===== src/rtl/kmap2_sweep.sv =====
// kmap2_sweep: drives a 2-input combinational function through all four input combinations
// and captures its truth table. Define KMAP_SWEEP_CLASSIFY_EN to add the registered NAND classification flag.
module kmap2_sweep (
  input  logic       clk,
  input  logic       reset,
  input  logic       i_start,
  input  logic       i_probe_f,
  output logic       o_probe_a,
  output logic       o_probe_b,
  output logic       o_busy,
  output logic       o_done,
  output logic [3:0] o_table,
  output logic       o_match_nand
);

  typedef enum logic [1:0] {
    S_IDLE,
    S_DRIVE,
    S_SAMPLE,
    S_DONE
  } state_t;

  state_t     r_state;
  state_t     w_stateNext;
  logic [1:0] r_idx;
  logic [3:0] r_shadow;
  logic [3:0] r_table;
  logic [3:0] w_shadowNext;
  logic       w_lastSample;

  // Shadow image including the sample being taken this cycle, so the final
  // write and the table publish can happen on the same edge.
  always_comb begin
    w_shadowNext         = r_shadow;
    w_shadowNext[r_idx]  = i_probe_f;
  end

  assign w_lastSample = (r_state == S_SAMPLE) && (r_idx == 2'd3);

  always_ff @(posedge clk) begin
    if (!reset) begin
      r_state  <= S_IDLE;
      r_idx    <= 2'd0;
      r_shadow <= 4'b0000;
      r_table  <= 4'b0000;
    end else begin
      r_state <= w_stateNext;
      case (r_state)
        S_IDLE: begin
          if (i_start) begin
            r_idx    <= 2'd0;
            r_shadow <= 4'b0000;
          end
        end
        S_SAMPLE: begin
          r_shadow <= w_shadowNext;
          if (r_idx == 2'd3) begin
            r_table <= w_shadowNext;
          end else begin
            r_idx <= r_idx + 2'd1;
          end
        end
        default: begin
        end
      endcase
    end
  end

  always_comb begin
    w_stateNext = r_state;
    o_probe_a   = 1'b0;
    o_probe_b   = 1'b0;
    o_busy      = 1'b1;
    o_done      = 1'b0;
    case (r_state)
      S_IDLE: begin
        o_busy = 1'b0;
        if (i_start) begin
          w_stateNext = S_DRIVE;
        end
      end
      S_DRIVE: begin
        o_probe_a   = r_idx[1];
        o_probe_b   = r_idx[0];
        w_stateNext = S_SAMPLE;
      end
      S_SAMPLE: begin
        o_probe_a   = r_idx[1];
        o_probe_b   = r_idx[0];
        w_stateNext = (r_idx == 2'd3) ? S_DONE : S_DRIVE;
      end
      S_DONE: begin
        o_done      = 1'b1;
        w_stateNext = S_IDLE;
      end
      default: begin
        w_stateNext = S_IDLE;
      end
    endcase
  end

  assign o_table = r_table;

`ifdef KMAP_SWEEP_CLASSIFY_EN
  logic r_matchNand;

  always_ff @(posedge clk) begin
    if (!reset) begin
      r_matchNand <= 1'b0;
    end else if (w_lastSample) begin
      r_matchNand <= (w_shadowNext == 4'b0111);
    end
  end

  assign o_match_nand = r_matchNand;
`else
  assign o_match_nand = 1'b0;
`endif

endmodule


===== config.mk =====
export PLATFORM = sky130hd
export DESIGN_NAME = kmap2_sweep
export DESIGN_NICKNAME = d
export VERILOG_FILES = /design/src/rtl/kmap2_sweep.sv
export SDC_FILE = /design/constraint.sdc
export NUM_CORES = 1
export LEC_CHECK = 0
export ABC_AREA = 1
export CORE_MARGIN = 1
export CORE_UTILIZATION = 45
export DETAILED_ROUTE_END_ITERATION = 16
export PLACE_DENSITY = 0.77
export SLEW_MARGIN = 20
export SYNTH_ARGS = -nofsm -noshare
export SYNTH_HDL_FRONTEND = slang
export SYNTH_SLANG_ARGS = --single-unit

===== constraint.sdc =====
create_clock -name clk -period 1.36 [get_ports clk]
set_input_delay 0.408 -clock clk [delete_from_list [all_inputs] [get_ports clk]]
set_output_delay 0.408 -clock clk [all_outputs]
set_load 0.02 [all_outputs]

[Yosys cells after proc, flatten, opt, wreduce, memory -nomap -nowiden]
Index checks and enable logic that the tools add are counted.
Operators by class
  $add $sub $neg: 1
  magnitude comparators: 2
  equality and inequality tests: 6
  mux-type cells: 15
  reductions and logical operators: 7
Operators with widths (count)
  2-bit 2-to-1 mux: 4
  2-bit case mux with 4 select lines: 1
  4-bit case mux with 2 select lines: 1
  2-bit == test (second input constant): 3
  1-bit 2-to-1 mux: 5
  4-bit bitwise mux: 1
  4-bit 2-to-1 mux: 1
  2-bit inequality test (second input constant): 2
  2-bit case mux with 2 select lines: 1
  2-bit AND reduction: 2
  2-bit by 3-bit less-than comparator with 1-bit output (second input constant): 1
  3-bit AND reduction: 1
  2-bit by 1-bit adder with 2-bit output (second input constant): 1
  1-bit demux with 2-bit select: 1
  2-bit by 1-bit == test with 1-bit output (second input constant): 1
  2-bit by 1-bit greater-or-equal comparator with 1-bit output (second input constant): 1
  2-bit logical NOT: 1
  2-bit nonzero test: 1
  2-bit OR reduction: 1
  1-bit logical AND: 1
Word-level totals
  register bits: 12
  input bits: 4
  output and inout port bits: 9
  word-level logic and storage cells: 35

[Longest topological paths before layout]
Gate-level depths: netlist of run 1.
  depth after elaboration: 6
  mapped depth: 8
  mapped depth without buffers: 8

[Worst setup path after synthesis of run 1]
No wires, ideal clock.
  kind: reg-to-output
  start: reg r_state[0]
  end: out o_probe_b
  arrival time: 0.894 ns
  required time: 0.952 ns
  slack: 0.058 ns
  stages on the path, launching flop included: 5
  buffers on the path: 0
  cells stage by stage: dfxtp_1 inv_1 ha_1 nand2_1 inv_1
On the way
  cells in the longest elaborated chain, start to end: 3
  elaborated cells on any way between the ends: 4
  those cells by class: 2 x eq/ne; 1 x mux; 1 x reduce/logical
RTL lines
  start: declaration: RTL line 23  | state_t r_state;
  start signal: assignment: RTL line 47  | r_state <= w_stateNext;
  2-bit == test / 2-bit by 1-bit == test with 1-bit output (equally long branches): RTL line 75  | case (r_state)
  2-bit OR reduction (no source line) (*)
  1-bit 2-to-1 mux (*): RTL line 75
  end: declaration: RTL line 9  | output logic o_probe_b,
Every way passes the cells marked *; elsewhere a longest branch is shown, timed or not.

[Worst setup path after layout of run 1]
  start: reg r_state[1]
  end: out o_probe_b
The elaborated chain is that of the path after synthesis.

==> results by group, run 1 <==
Clock tree
  • Clk sinks: 11
  • Clk_lat worst skew: 0.26 ns
  • H-tree Lvls: 1
  • Clock transition at path regs: 0.07 ns
  • CTS tree: yes
  • Clock tree buffer depth: 2
  • CTS root buf: clkbuf_4
  • CTS Buf Count: 3

Route
  • Final wirelength: 1542 µm
  • DR pass1 iterations: 4
  • ANT nets after route: 0
  • DRC errors left: 0
  • Total number of vias: 624
  • Drt via density: 4.622
  • Wire per inst: 11.42 µm
  • Starting DRT DRC Count: 9

Logic synthesis
  • Mean post-synth cell area: 6.841 µm²
  • Synth warn: 0
  • Yosys cell types: 13
  • Synth Instances: 92
  • Post-synthesis sequential area ratio: 0.3499
  • Seq cells post-synth: 11
  • Syn Nets: 104
  • Post-Syn Area: 629.4 µm²

Timing
  • Final Critical Period: 1.566 ns
  • Fin worst setup slack: -0.2060 ns
  • Final period util: 1.151
  • Final setup fails: 4
  • RSZ-0062 raised after global routing: true
  • Final slew viol count: 0
  • Hold Violations, Final: 0
  • Fin Clk Skew: 0.004041 ns
  • Max Freq: 638.6 MHz
  • Hold Slack: 0.4732 ns
  • Final setup TNS: -0.4736 ns

Placement
  • # port buffers: 11
  • Post-DP Area: 848.3 µm²
  • GPL Wtd Cong: 0.7911
  • Post-DP HPWL: 1123 µm
  • Place WS: -0.4533 ns

Critical path
  • Setup crit end kind: output pin
  • Critical Path AT: 1.16 ns
  • Critical Path RT: 0.95 ns
  • Kind of start point of the critical path: flop
  • Crit-path max FO: 2
  • Critical path class: reg2out

Layout
  • Fillers: 106
  • Multi-input logic area: 391.6 µm²
  • Fraction of layout cells with a size suffix above 1: 0.3250
  • Design area: 954.7 µm²
  • Reg area: 222.7 µm²
  • Commonest non-fill, non-tap cell in the layout: nand2_1
  • Ant diodes: 0
  • Layout net count: 133
  • Most frequent cells in the layout: 19 x nand2_1, 13 x inv_1, 13 x buf_4
  • Fin util: 0.7337
  • Area grow syn2layout: 51.69%

Floorplanning
  • I/O pin total: 13
  • Row cnt: 13
  • Die area: 0.001552 mm²
  • Die Ht: 39.40 µm
  • Starting Density: 0.4837
  • Core Box Area: 0.001301 mm²
  • Die width: 39.40 µm

Global route
  • Largest net degree at the start of global routing: 8
  • Number of global-route vias before repair: 540
  • First-pass GRT wire length: 2228 µm
  • Total GRT Usage: 0.2118
  • Initial antenna violation count: 0
  • Aggregate global routing overflow: 0

Run
  • MaxCap Viol Count: 0

Pwr
  • Pleak: 0.0004657 µW
  • Power per cell area: 1092 mW/mm²
  • Peak supply drop: 0.9130 mV

Hold path
  • Hold crit path type: reg2reg

Outcome
  • Failing checks: setup timing
  • Status: finished, violations left
## worst max-delay path: stages (launching register included)
cell and delay [ns]:
dfxtp_2 0.35, inv_2 0.06, ha_4 0.28, nand2_2 0.06, inv_2 0.05, buf_6 0.10
## per-stage QoR
stage	std cells	power [µW]
2_1_floorplan	92	571.5
3_3_place_gp	130	713.4
3_5_place_dp	130	733.1
4_1_cts	134	985.2
5_1_grt	135	1110
6_report	135	1043
## sequential cells by signal, summed over array words and instances, names as in the netlist
name and flops:
r_idx 2, r_shadow 3, r_state 2, o_table 4
## power by group
group          internal (µW)  switching (µW)  total, µW  leakage [µW]
Clock                    113             104        217     0.0000150
Combinational            209             250        459      0.000361
Sequential               348            18.8        366     0.0000901
## logic make-up after synthesis
family                     share of synthesized area
DFF                                           0.3499
adders and majority gates                     0.1591
buffers and inverters                         0.1272
AOI/OAI and AO/OA                             0.1113
other                                       0.005958
and+or+nand+nor                               0.2465
## cells in the mapped netlist, drive strengths merged
library cell / n / share of area
a21oi: 6 / 0.048
buf: 1 / 0.012
clkinv: 1 / 0.0079
conb: 1 / 0.0060
dfxtp: 11 / 0.35
ha: 8 / 0.16
inv: 18 / 0.11
nand2: 23 / 0.15
nand3: 4 / 0.032
nor2: 11 / 0.070
o21ai: 8 / 0.064
## per-layer routing
layer  vias to the layer above  routed length, µm  track usage
met2                        12                777       0.3542
met1                       276                710       0.2696
met4                         0                  8      0.01724
met5                         -                  0            0
li1                        334                  -            -
met3                         2                 46      0.07386
## path summary, 6_finish.rpt
| kind | startpoint | cells after the start | to | slack (ns) |
|---|---|---|---|---|
| worst max-delay path | r_state[1] | 5 | o_probe_b | -0.21 |
| worst min-delay path | r_shadow[2] | 2 | r_shadow[2] | 0.47 |
| worst max register to register | r_state[0] | 9 | r_idx[0] | 0.05 |
| worst min register to register | r_shadow[2] | 2 | r_shadow[2] | 0.47 |
## timing repair
action,4_1_cts,5_1_grt
buffers inserted,2,2
gates resized for setup,38,17
hold buffers,0,0
pin swaps,1,3
setup endpoints to repair,13,15
## layout make-up
| cell class | count | area share |
|---|---|---|
| Inverter | 19 | 0.07602 |
| Clock buffer | 4 | 0.02752 |
| Timing Repair Buffer | 25 | 0.2333 |
| Multi-Input combinational cell | 61 | 0.4102 |
| Tap cell | 15 | 0.01966 |
| Sequential cell | 11 | 0.2333 |
(Power assumes the default switching activity.)
==> run 2: changes to the inputs <==
CORE_MARGIN = 3   (was 1)
==> run 2 against run 1 <==
The flow still finishes with violations (setup timing); core utilization up 7.4 points; maximum frequency up 1.9%; sequential share of layout area decreased by 0.23 points; register-to-register slack worse by 0.03 ns; largest cell class unchanged; largest power group unchanged.
==> results by group, run 2 (synthesized netlist as in run 1, its figures left out) <==
Timing
  • Fin Clk Skew: 0.001421 ns
  • Hold Violations, Final: 0
  • Final setup fails: 4
  • Final period util: 1.130
  • Final slew viol count: 0
  • RSZ-0062 raised after global routing: true
  • Final Critical Period: 1.537 ns
  • Fin worst setup slack: -0.1772 ns
  • Hold Slack: 0.4684 ns
  • Max Freq: 650.5 MHz

Layout
  • Commonest non-fill, non-tap cell in the layout: nand2_1
  • Most frequent cells in the layout: 17 x nand2_1, 13 x buf_4, 12 x inv_1
  • Fillers: 85
  • Ant diodes: 0
  • Fraction of layout cells with a size suffix above 1: 0.4034
  • Layout net count: 132
  • Max FFs per register: 4
  • Area grow syn2layout: 54.08%
  • Design area: 969.7 µm²

Hold path
  • Hold crit path type: reg2reg
  • Beginning of the worst hold path: r_shadow[1]

Clock tree
  • Clock tree buffer depth: 2
  • H-tree Lvls: 1
  • CTS Buf Count: 3
  • CTS tree: yes
  • Clk sinks: 11
  • Clock transition at path regs: 0.06 ns
  • CTS root buf: clkbuf_4
  • Clk_lat worst skew: 0.26 ns

Critical path
  • Worst Setup SP: r_state[0]
  • Crit-path max FO: 2
  • RR Endpoint: o_table[1]
  • Critical Path RT: 0.95 ns
  • Reg2reg setup slack: 0.02 ns
  • R2R Path Start: r_state[0]
  • Critical path class: reg2out
  • Max stage delay on crit path: 0.34 ns
  • CP cell instances: inv_2 > ha_4 > nand2_2 > inv_2 > buf_6
  • Critical Path AT: 1.13 ns
  • Crit path top cell by count: inv_2
  • FF-to-FF path depth: 8
  • Kind of start point of the critical path: flop
  • CP max-delay cell: dfxtp_2
  • CP Capture Point: o_probe_a
  • Setup crit end kind: output pin

Placement
  • # port buffers: 11
  • Place WS: -0.4351 ns
  • Post-DP HPWL: 1230 µm
  • Post-DP Area: 839.6 µm²
  • GPL Wtd Cong: 0.7773

Run
  • MaxCap Viol Count: 0

Global route
  • Largest net degree at the start of global routing: 8
  • First-pass GRT wire length: 2656 µm
  • Aggregate global routing overflow: 0
  • Total GRT Usage: 0.1879
  • Initial antenna violation count: 0
  • Number of global-route vias before repair: 618

Outcome
  • Failing checks: setup timing
  • Status: finished, violations left

Route
  • ANT nets after route: 0
  • Final wirelength: 1700 µm
  • Starting DRT DRC Count: 10
  • Drt via density: 4.827
  • DRC errors left: 0
  • DR pass1 iterations: 6
  • Wire per inst: 12.78 µm
  • Total number of vias: 642

Floorplanning
  • Row cnt: 12
  • Core Box Area: 0.001201 mm²
  • Die area: 0.001883 mm²
  • Die Ht: 43.40 µm
  • I/O pin total: 13
  • Starting Density: 0.5240
  • Die width: 43.40 µm

Pwr
  • Sw Share: 0.3626
  • Clock power share: 0.197
  • Pleak: 0.0004820 µW
  • Power per cell area: 1102 mW/mm²
  • Switching pwr: 387.7 µW
  • Combinational share of power: 0.461
  • Reg power frac: 0.342
  • Int Pwr: 681.4 µW
  • Peak supply drop: 0.7263 mV
run 2: cell count changes in the layout (fill, tap and decap cells not counted), sizes merged:
cell           previous run  this run
clkdlybuf4s15             3         1
buf                      18        17
clkbuf                    4         6
run 2: repair_timing:
| action | in CTS | in global routing |
|---|---|---|
| hold buffers | 0 | 0 |
| cloned | 0 | 0 |
| resized for setup | 45 | 23 |
| endpoints found under the setup margin | 13 | 14 |
| buffers inserted | 1 | 2 |
| pin swaps | 4 | 4 |
run 2: power groups by stage:
stage / clock network (µW) / registers, µW / logic (µW)
2_1_floorplan: 0 / 372 / 200
3_3_place_gp: 0 / 364 / 350
3_5_place_dp: 0 / 367 / 367
4_1_cts: 221 / 366 / 419
5_1_grt: 227 / 367 / 543
6_report: 211 / 365 / 493
run 2: worst min path at each step:
stage,end,slack [ns],depth (start not counted)
2_1_floorplan,r_shadow[0],0.44,2
3_3_place_gp,r_shadow[0],0.45,2
3_5_place_dp,r_shadow[1],0.46,2
4_1_cts,r_shadow[1],0.47,2
5_1_grt,r_shadow[1],0.50,2
6_report,r_shadow[1],0.47,2
run 2: through the flow:
stage | TNS [ns] | power (µW) | utilization | cells
finish | -0.4352 | 1069 | 0.8073 | 133
global route | -0.5901 | 1137 | 0.8073 | 133
CTS | -0.4565 | 1005 | 0.7750 | 133
detailed placement | -2.098 | 734.6 | 0.6990 | 128
global placement | -1.511 | 713.5 | 0.6990 | 128
floorplan | 0 | 571.5 | - | 92
run 2: per-layer routing:
layer,GRT usage,vias to the layer above,share of wire
li1,-,332,-
met1,0.2051,284,0.41
met2,0.3569,15,0.51
met3,0.05809,11,0.041
met4,0.03012,0,0.041
met5,0,-,0
run 2: critical path, delay by kind of cell, from the launching register on:
kind | cells | cell delay (ns)
buffers and inverters | 3 | 0.21
flip-flops | 1 | 0.34
AND/OR/NAND/NOR | 1 | 0.05
adder cells (fa/ha/maj) | 1 | 0.27
run 2: area by class of cell:
type	count	area, µm²	area share
Sequential cell	11	224.0	0.2310
Tap cell	14	17.52	0.01806
Timing Repair Buffer	24	201.4	0.2077
Inverter	19	76.32	0.07871
Multi-Input combinational cell	61	424.2	0.4374
Clock buffer	4	26.28	0.02710
==> run 3: changes to the inputs <==
==> constraint.sdc (replaced) <==
create_clock -name clk -period 1.6 [get_ports clk]
set_input_delay 0.48 -clock clk [delete_from_list [all_inputs] [get_ports clk]]
set_output_delay 0.48 -clock clk [all_outputs]
set_load 0.05 [all_outputs]
==> run 3 against run 2 <==
Combinational power decreased by 26%; routed wire length decreased by 15%; worst hold slack got worse by 0.0016 ns; highest routed layer unchanged; flip-flop and latch count unchanged; clock skew increased by 0.0094 ns; sequential power decreased by 14%; clock power about the same; critical path depth unchanged; critical endpoint unchanged; clock-buffer cell count unchanged; the run still ends with setup timing left; die area unchanged; cell area decreased by 4.8%; largest cell class unchanged.
==> results by group, run 3 (synthesized netlist as in run 1, its figures left out) <==
Layout
  • Fillers: 86
  • Layout net count: 125
  • Commonest non-fill, non-tap cell in the layout: nand2_1
  • Area grow syn2layout: 46.72%
  • Most frequent cells in the layout: 19 x nand2_1, 14 x inv_1, 10 x nor2_1
  • Fraction of layout cells with a size suffix above 1: 0.2768
  • Fin util: 0.7688
  • Reg area: 222.7 µm²
  • Ant diodes: 0
  • Design area: 923.4 µm²
  • Max FFs per register: 4
  • Multi-input logic area: 349.1 µm²

Floorplanning
  • Row cnt: 12
  • Die area: 0.001883 mm²
  • Die width: 43.40 µm
  • Die Ht: 43.40 µm
  • I/O pin total: 13
  • Core Box Area: 0.001201 mm²
  • Starting Density: 0.5240

Run
  • MaxCap Viol Count: 0

Timing
  • Final setup fails: 2
  • Final Critical Period: 1.678 ns
  • RSZ-0062 raised after global routing: true
  • Fin Clk Skew: 0.01082 ns
  • Fin worst setup slack: -0.07769 ns
  • Max Freq: 596.1 MHz
  • Final setup TNS: -0.1553 ns
  • Final period util: 1.049
  • Final slew viol count: 0
  • Hold Violations, Final: 0

Pwr
  • Peak supply drop: 0.7228 mV
  • Pleak: 0.0004404 µW
  • Power per cell area: 960.4 mW/mm²

Critical path
  • Critical path class: reg2out
  • Delay-heaviest family, CP: flip-flops
  • Max stage delay on crit path: 0.35 ns
  • CP cell instances: inv_2 > ha_4 > nand2_2 > inv_2 > buf_12
  • Kind of start point of the critical path: flop
  • Crit path top cell by count: inv_2
  • CP bufs+invs: 3
  • Crit-path max FO: 2
  • R2R Path Start: r_state[0]
  • CP max-delay cell: dfxtp_2
  • Critical Path RT: 1.12 ns
  • Worst Setup SP: r_state[0]
  • Critical Path AT: 1.20 ns
  • Setup crit end kind: output pin

Route
  • Starting DRT DRC Count: 14
  • Total number of vias: 620
  • DRC errors left: 0
  • DR pass1 iterations: 4
  • Drt via density: 4.921
  • Wire per inst: 11.50 µm
  • Final wirelength: 1449 µm
  • ANT nets after route: 0

Global route
  • Total GRT Usage: 0.1495
  • Number of global-route vias before repair: 559
  • Initial antenna violation count: 0
  • Aggregate global routing overflow: 0
  • First-pass GRT wire length: 2132 µm
  • Largest net degree at the start of global routing: 9

Clock tree
  • Clock tree buffer depth: 2
  • CTS Buf Count: 3
  • CTS tree: yes
  • Hold_buf cts: 0
  • Clk sinks: 11
  • H-tree Lvls: 1
  • Clock transition at path regs: 0.08 ns
  • Clk_lat worst skew: 0.29 ns
  • CTS root buf: clkbuf_4

Placement
  • # port buffers: 11
  • Post-DP Area: 844.6 µm²
  • Post-DP HPWL: 1023 µm
  • GPL Wtd Cong: 0.8018

Hold path
  • Beginning of the worst hold path: r_shadow[1]
  • Hold crit path type: reg2reg

Outcome
  • Failing checks: setup timing
  • Status: finished, violations left
## run 3: worst reg2reg max path: cells and delay by family (launching register included)
kind	cells	cell delay (ns)
adder cells (fa/ha/maj)	1	0.27
buffers and inverters	3	0.30
flip-flops	1	0.35
AND/OR/NAND/NOR	5	0.56
## run 3: worst paths after layout
path,endpoint,slack (ns),cells after the start
max reg2reg,r_idx[1],0.03,9
min,r_shadow[1],0.47,2
max,o_probe_a,-0.08,5
min reg2reg,r_shadow[1],0.47,2
## run 3: metal layers
metal	share of wire	GRT usage	up-vias
met2	0.49	0.2419	19
met1	0.44	0.1843	277
met5	0	0	-
li1	-	-	317
met3	0.041	0.02490	7
met4	0.026	0.09036	0
## run 3: what timing repair did
action                     in CTS  in global routing
resized for setup               9                  1
pin swaps                       1                  2
setup buffers                   2                  2
setup endpoints to repair       3                  4
## run 3: layout make-up
type | count | share of cell area
Inverter | 19 | 0.07859
Timing Repair Buffer | 17 | 0.2547
Sequential cell | 11 | 0.2412
Multi-Input combinational cell | 61 | 0.3780
Tap cell | 14 | 0.01897
Clock buffer | 4 | 0.02846
## run 3: per-stage QoR
stage	total power [µW]	cells	setup slack, ns	hold WS [ns]
2_1_floorplan	519.8	92	0.05673	0.4440
3_3_place_gp	628.9	118	0.08625	0.4553
3_5_place_dp	638.9	118	0.02291	0.4637
4_1_cts	875.0	124	-0.06635	0.4741
5_1_grt	925.1	126	-0.1110	0.4996
6_report	886.8	126	-0.07769	0.4668
## run 3: power by group
part           total [µW]  leakage, µW  internal (µW)  switching, µW
logic                 365     0.000335            154            210
clock network         208    0.0000150           96.9            111
registers             314    0.0000901            295           19.2
